`src/rtl/instr_fetch_unit_pkg.sv`:
```
// Shared types and constants for the instruction fetch unit and its entry FIFO.
package instr_fetch_unit_pkg;
  localparam int ADDR_W  = 32;
  localparam int INSTR_W = 32;
  localparam int ENTRY_W = ADDR_W + INSTR_W;

  localparam logic [ADDR_W-1:0]  RESET_PC_DEFAULT = 32'h0000_0000;
  localparam logic [INSTR_W-1:0] NOP_INSTR        = 32'h0000_0013;
  localparam logic [ADDR_W-1:0]  PC_STEP          = 32'h0000_0004;

  function automatic logic [ADDR_W-1:0] word_align(input logic [ADDR_W-1:0] addr);
    return {addr[ADDR_W-1:2], 2'b00};
  endfunction
endpackage

```
`src/rtl/instr_fetch_unit_fetch_fifo.sv`:
```
// Synchronous FIFO of fetched {pc, instr} entries; flush clears occupancy, pop and push may share a cycle.
module fetch_fifo
  import instr_fetch_unit_pkg::*;
#(
  parameter int DEPTH = 2
) (
  input  logic                     clk,
  input  logic                     rst,
  input  logic                     i_flush,
  input  logic                     i_push,
  input  logic                     i_pop,
  input  logic [ENTRY_W-1:0]       i_wdata,
  output logic [ENTRY_W-1:0]       o_rdata,
  output logic                     o_full,
  output logic [$clog2(DEPTH):0]   o_count
);
  localparam int PW = $clog2(DEPTH);
  localparam int CW = PW + 1;
  localparam logic [PW-1:0] PTR_ONE = PW'(1);
  localparam logic [CW-1:0] CNT_ONE = CW'(1);
  localparam logic [CW-1:0] CNT_MAX = CW'(DEPTH);

  logic [ENTRY_W-1:0] r_mem [DEPTH];
  logic [PW-1:0]      r_wr_ptr;
  logic [PW-1:0]      r_rd_ptr;
  logic [CW-1:0]      r_count;
  logic               w_do_pop;
  logic               w_do_push;

  assign o_full    = (r_count == CNT_MAX);
  assign o_count   = r_count;
  assign o_rdata   = r_mem[r_rd_ptr];
  assign w_do_pop  = i_pop && (r_count != {CW{1'b0}});
  assign w_do_push = i_push && (!o_full || w_do_pop);

  // Storage, pointers and occupancy; flush drops every entry without touching storage.
  always_ff @(posedge clk) begin
    if (rst) begin
      r_wr_ptr <= {PW{1'b0}};
      r_rd_ptr <= {PW{1'b0}};
      r_count  <= {CW{1'b0}};
      for (int i = 0; i < DEPTH; i++) begin
        r_mem[i] <= {ENTRY_W{1'b0}};
      end
    end else if (i_flush) begin
      r_wr_ptr <= {PW{1'b0}};
      r_rd_ptr <= {PW{1'b0}};
      r_count  <= {CW{1'b0}};
    end else begin
      if (w_do_push) begin
        r_mem[r_wr_ptr] <= i_wdata;
        r_wr_ptr        <= r_wr_ptr + PTR_ONE;
      end
      if (w_do_pop) begin
        r_rd_ptr <= r_rd_ptr + PTR_ONE;
      end
      case ({w_do_push, w_do_pop})
        2'b10:   r_count <= r_count + CNT_ONE;
        2'b01:   r_count <= r_count - CNT_ONE;
        default: r_count <= r_count;
      endcase
    end
  end
endmodule

```
`src/rtl/instr_fetch_unit.sv`:
```
// Instruction fetch: owns fetch PC, buffers same-cycle memory reads, applies redirects.
// Optional misaligned-redirect trap enabled by defining FETCH_MISALIGN_TRAP_EN.
module instr_fetch_unit
  import instr_fetch_unit_pkg::*;
#(
  parameter logic [31:0] RESET_PC  = RESET_PC_DEFAULT,
  parameter int          BUF_DEPTH = 2
) (
  input  logic        clk,
  input  logic        rst,
  output logic [31:0] imem_addr,
  input  logic [31:0] imem_rdata,
  input  logic        redirect_valid,
  input  logic [31:0] redirect_pc,
  output logic        out_valid,
  input  logic        out_ready,
  output logic [31:0] out_instr,
  output logic [31:0] out_pc,
  output logic        out_fault
);
  localparam int CW = $clog2(BUF_DEPTH) + 1;

  logic [ADDR_W-1:0]  r_fetch_pc;
  logic [ADDR_W-1:0]  w_redirect_target;
  logic               w_fault;
  logic               w_push;
  logic               w_pop;
  logic               w_full;
  logic [CW-1:0]      w_count;
  logic [ENTRY_W-1:0] w_head;
  logic [ENTRY_W-1:0] w_wdata;

`ifdef FETCH_MISALIGN_TRAP_EN
  logic r_fault;

  // Fault latches on a misaligned redirect and persists until the next redirect or reset.
  always_ff @(posedge clk) begin
    if (rst) begin
      r_fault <= 1'b0;
    end else if (redirect_valid) begin
      r_fault <= |redirect_pc[1:0];
    end else begin
      r_fault <= r_fault;
    end
  end

  assign w_fault           = r_fault;
  assign w_redirect_target = redirect_pc;
`else
  assign w_fault           = 1'b0;
  assign w_redirect_target = word_align(redirect_pc);
`endif

  assign w_pop   = out_valid && out_ready;
  assign w_push  = !rst && !redirect_valid && !w_fault && (!w_full || w_pop);
  assign w_wdata = {r_fetch_pc, imem_rdata};

  // Fetch PC: redirect beats sequential advance; holds while the buffer cannot accept.
  always_ff @(posedge clk) begin
    if (rst) begin
      r_fetch_pc <= RESET_PC;
    end else if (redirect_valid) begin
      r_fetch_pc <= w_redirect_target;
    end else if (w_push) begin
      r_fetch_pc <= r_fetch_pc + PC_STEP;
    end else begin
      r_fetch_pc <= r_fetch_pc;
    end
  end

  fetch_fifo #(
    .DEPTH (BUF_DEPTH)
  ) u_fetch_fifo (
    .clk     (clk),
    .rst     (rst),
    .i_flush (redirect_valid),
    .i_push  (w_push),
    .i_pop   (w_pop),
    .i_wdata (w_wdata),
    .o_rdata (w_head),
    .o_full  (w_full),
    .o_count (w_count)
  );

  // While faulted the FIFO is empty, so the faulting PC itself is presented with a NOP.
  assign imem_addr = r_fetch_pc;
  assign out_valid = (w_count != {CW{1'b0}}) | w_fault;
  assign out_pc    = w_fault ? r_fetch_pc : w_head[ENTRY_W-1:INSTR_W];
  assign out_instr = w_fault ? NOP_INSTR : w_head[INSTR_W-1:0];
  assign out_fault = w_fault;
endmodule

```
`config.mk`:
```
export PLATFORM = sky130hd
export DESIGN_NAME = instr_fetch_unit
export DESIGN_NICKNAME = d
export VERILOG_FILES = /design/src/rtl/instr_fetch_unit_pkg.sv /design/src/rtl/instr_fetch_unit_fetch_fifo.sv /design/src/rtl/instr_fetch_unit.sv
export SDC_FILE = /design/constraint.sdc
export NUM_CORES = 1
export LEC_CHECK = 0
export ABC_AREA = 1
export CAP_MARGIN = 25
export CORE_UTILIZATION = 30
export CTS_CLUSTER_SIZE = 12
export DETAILED_ROUTE_END_ITERATION = 8
export GPL_TIMING_DRIVEN = 0
export PLACE_DENSITY = 0.58
export REMOVE_ABC_BUFFERS = 1
export SLEW_MARGIN = 5
export SYNTH_ARGS = -nofsm -noshare
export SYNTH_HDL_FRONTEND = slang
export SYNTH_SLANG_ARGS = --single-unit
```
`constraint.sdc`:
```
create_clock -name clk -period 11.3 [get_ports clk]
set_input_delay 3.39 -clock clk [delete_from_list [all_inputs] [get_ports clk]]
set_output_delay 3.39 -clock clk [all_outputs]
set_load 0.005 [all_outputs]
```
==> run metrics <==
number of DRC violations after detailed routing 0; total grt overflow 0; CTS HTree Levels 4; half-perimeter wire length after detailed placement 13.4 mm; arrival time of the worst setup path 6.86 ns; number of DRC violations after detailed-routing iteration 0 403; warnings from Yosys 0; number of inserted diodes 0; status complete, no violations; remaining antenna violation count 0; setup skew after layout 0.00942 ns; critical path launch point type input pin; Total GRT Usage 0.158; share of synthesized area spent on multiplexers 0.0914; dominant combinational cell family by area after synthesis simple AND/OR/NAND/NOR gates; drt pass-1 iters 4; Clock Pin Slew Worst Setup and Hold Paths 0.07 ns; arithmetic-cell share of the synthesized area counting full adders, half adders and majority gates 0.00328; Chip Height 162 um; Relative slew margins 0.424; gate count of the mapped netlist 783; fraction of layout instances using a drive strength above 1 0.148; maximum number of pins on one net before global-route repair 64; # rows 58; number of antenna violations at the first check in global routing 0; Final Hold Viols 0; average routed wire per standard cell 15.8 um; first-pass GRT wire length 31.4 mm; simple-gate portion of the synthesized area 0.209; area enclosed by the die boundary 0.0261 mm^2; hold_buf cts 0; Vias/cell 4.59; class of the most critical setup path input pin to flop; predominant post-synthesis flop cell edfxtp_1; maximum vdd ir drop 0.0792 mV; path category of the worst min-delay check flop to flop; count of pins over their slew limit 0; top cells by area in the synthesized netlist edfxtp_1 49%, dfxtp_1 9.2%, mux2_2 9.1%; cell area after technology mapping 0.00764 mm^2; post-route minimum period 6.76 ns; number of gates resized after cts 0; # nets final 1,000; Max clock buf depth 2; Clk Latency, worst-skew pair 0.42 ns; number of global-route vias before repair 5,676; Crit path required time 11.40 ns; part of the cycle the worst path needs 0.598; CTS tree yes; total wire length 20.2 mm; post-synthesis async set-or-reset flop share 0; cell at the root of the clock tree clkbuf_16; final setup vio count 0; post-CTS setup repair buffer count 0; pin slew with the least headroom to its limit 0.864 ns; number of unique standard cell types used by synthesis 34; largest driver fanout on the critical path 63; cell taking the most area after synthesis edfxtp_1; total CTS buffers 17; area share of the largest cell type after synthesis 0.487; Max Freq 148 MHz; setup repair after global routing missed its margin no; Initial Util 0.304; share of the core filled with cells in the final layout 0.406; count of pins on the block boundary 166; final worst hold slack 0.445 ns; number of port buffers 158; number of storage elements in the synthesis netlist 159; clk sinks 159; xor/xnor share of the synthesized area 0; final RePlAce weighted congestion 0.820; Worst setup EP type flop; DR vias 5,839; number of flops mapped to enable cells by yosys 124; Core Area 0.0251 mm^2; synthesis-to-finish area growth 33.4%; top-count cell post-synth nor2_1; Post-Syn Area per Cell 9.76 um^2; Static Leakage 3.79 nW; proportion of synthesized chip area in sequential cells 0.579; commonest cells in the netlist 181 x nor2_1, 127 x nand2_1, 124 x edfxtp_1, 75 x inv_1, 62 x mux2_2; complex-gate fraction of the synthesized area 0.0506; maximum capacitance violations 0; width of the chip 162 um; PD cells 142 mW/mm^2
cell families (layout without fill, tap and decap cells):
group / after synthesis / in the layout
other cells: 1 / 5
flops: 159 / 159
fa+ha+maj: 2 / 2
compound gates: 64 / 64
buf+inv: 120 / 276
mux: 62 / 62
simple gates: 375 / 375
critical path, stage by stage:
cell and delay, ns:
clkdlybuf4s50_1 0.63, buf_8 0.27, nor2_2 0.18, nand2_1 0.38
inv_2 0.53, nand2_4 0.58, nand2_4 0.53, buf_16 0.31
sequential cells by signal, summed over array words and instances (netlist names), named ones only:
signal                 flops
imem_addr                 30
u_fetch_fifo.r_wr_ptr      1
u_fetch_fifo.r_mem       124
u_fetch_fifo.r_rd_ptr      1
u_fetch_fifo.o_count       2
metal layers:
metal / global-route usage / share of wire / up-vias
li1: - / - / 2885
met1: 0.203 / 0.45 / 2773
met2: 0.266 / 0.49 / 158
met3: 0.0270 / 0.041 / 23
met4: 0.0617 / 0.019 / 0
met5: 0 / 0 / -
path summary, 6_finish.rpt:
path / startpoint / end / slack, ns / depth (start not counted)
hold / removal: u_fetch_fifo.r_rd_ptr / flop / 0.45 / 1
setup reg to reg: u_fetch_fifo.o_count[0] / u_fetch_fifo.r_mem[0][24] / 8.12 / 7
setup / recovery: rst / u_fetch_fifo.r_mem[0][24] / 4.54 / 8
hold reg to reg: u_fetch_fifo.r_rd_ptr / flop / 0.45 / 1
stage by stage:
step | power [mW] | area [um^2] | instances | worst slack (ns) | setup TNS, ns
floorplan | 0.769 | 7450 | 748 | 3.98 | 0
global placement | 0.875 | 9450 | 1236 | -0.395 | -24.15
detailed placement | 0.878 | 9580 | 1240 | 3.75 | 0
CTS | 1.47 | 10200 | 1272 | 4.20 | 0
global route | 1.51 | 10200 | 1273 | 4.22 | 0
finish | 1.45 | 10200 | 1273 | 4.54 | 0
where the power goes:
group | leakage [nW] | internal (mW) | switching (mW) | total, mW
clock | 0.282 | 0.349 | 0.238 | 0.587
combinational | 1.91 | 0.0930 | 0.0849 | 0.178
sequential | 1.59 | 0.667 | 0.0197 | 0.686
total | 3.79 | 1.11 | 0.343 | 1.45
final cells by class:
cell class                 count  area (um^2)
inverter                      81          304
clock buffer                  19          433
clock inverter                13          165
timing repair buffer         163         1700
sequential                   159         4430
tap                          330          413
fill                        2495        14900
multi-input combinational    508         2750
placed cells by master (no fill, tap or decap), types with 3 or more instances in the layout:
cell | synthesis | routed
a21oi_2 | 4 | 4
clkdlybuf4s50_1 | 0 | 158
nand2_4 | 1 | 4
nor2_1 | 181 | 181
nand2_1 | 127 | 124
nand4_1 | 4 | 4
nor2_4 | 9 | 9
edfxtp_1 | 124 | 124
o211ai_1 | 4 | 4
inv_1 | 75 | 75
buf_16 | 0 | 3
o21ai_0 | 9 | 9
o22ai_1 | 4 | 4
clkinv_4 | 0 | 3
mux2_2 | 62 | 62
bufinv_16 | 0 | 3
nand3_1 | 29 | 29
o32ai_1 | 3 | 3
nor2_2 | 7 | 7
clkinvlp_4 | 0 | 3
or2_2 | 3 | 3
nor3_1 | 4 | 4
a21oi_1 | 28 | 28
conb_1 | 1 | 5
nand2_2 | 7 | 7
clkbuf_16 | 0 | 17
a31oi_1 | 6 | 6
dfxtp_1 | 35 | 34
inv_2 | 6 | 6
(Power assumes the default switching activity.)
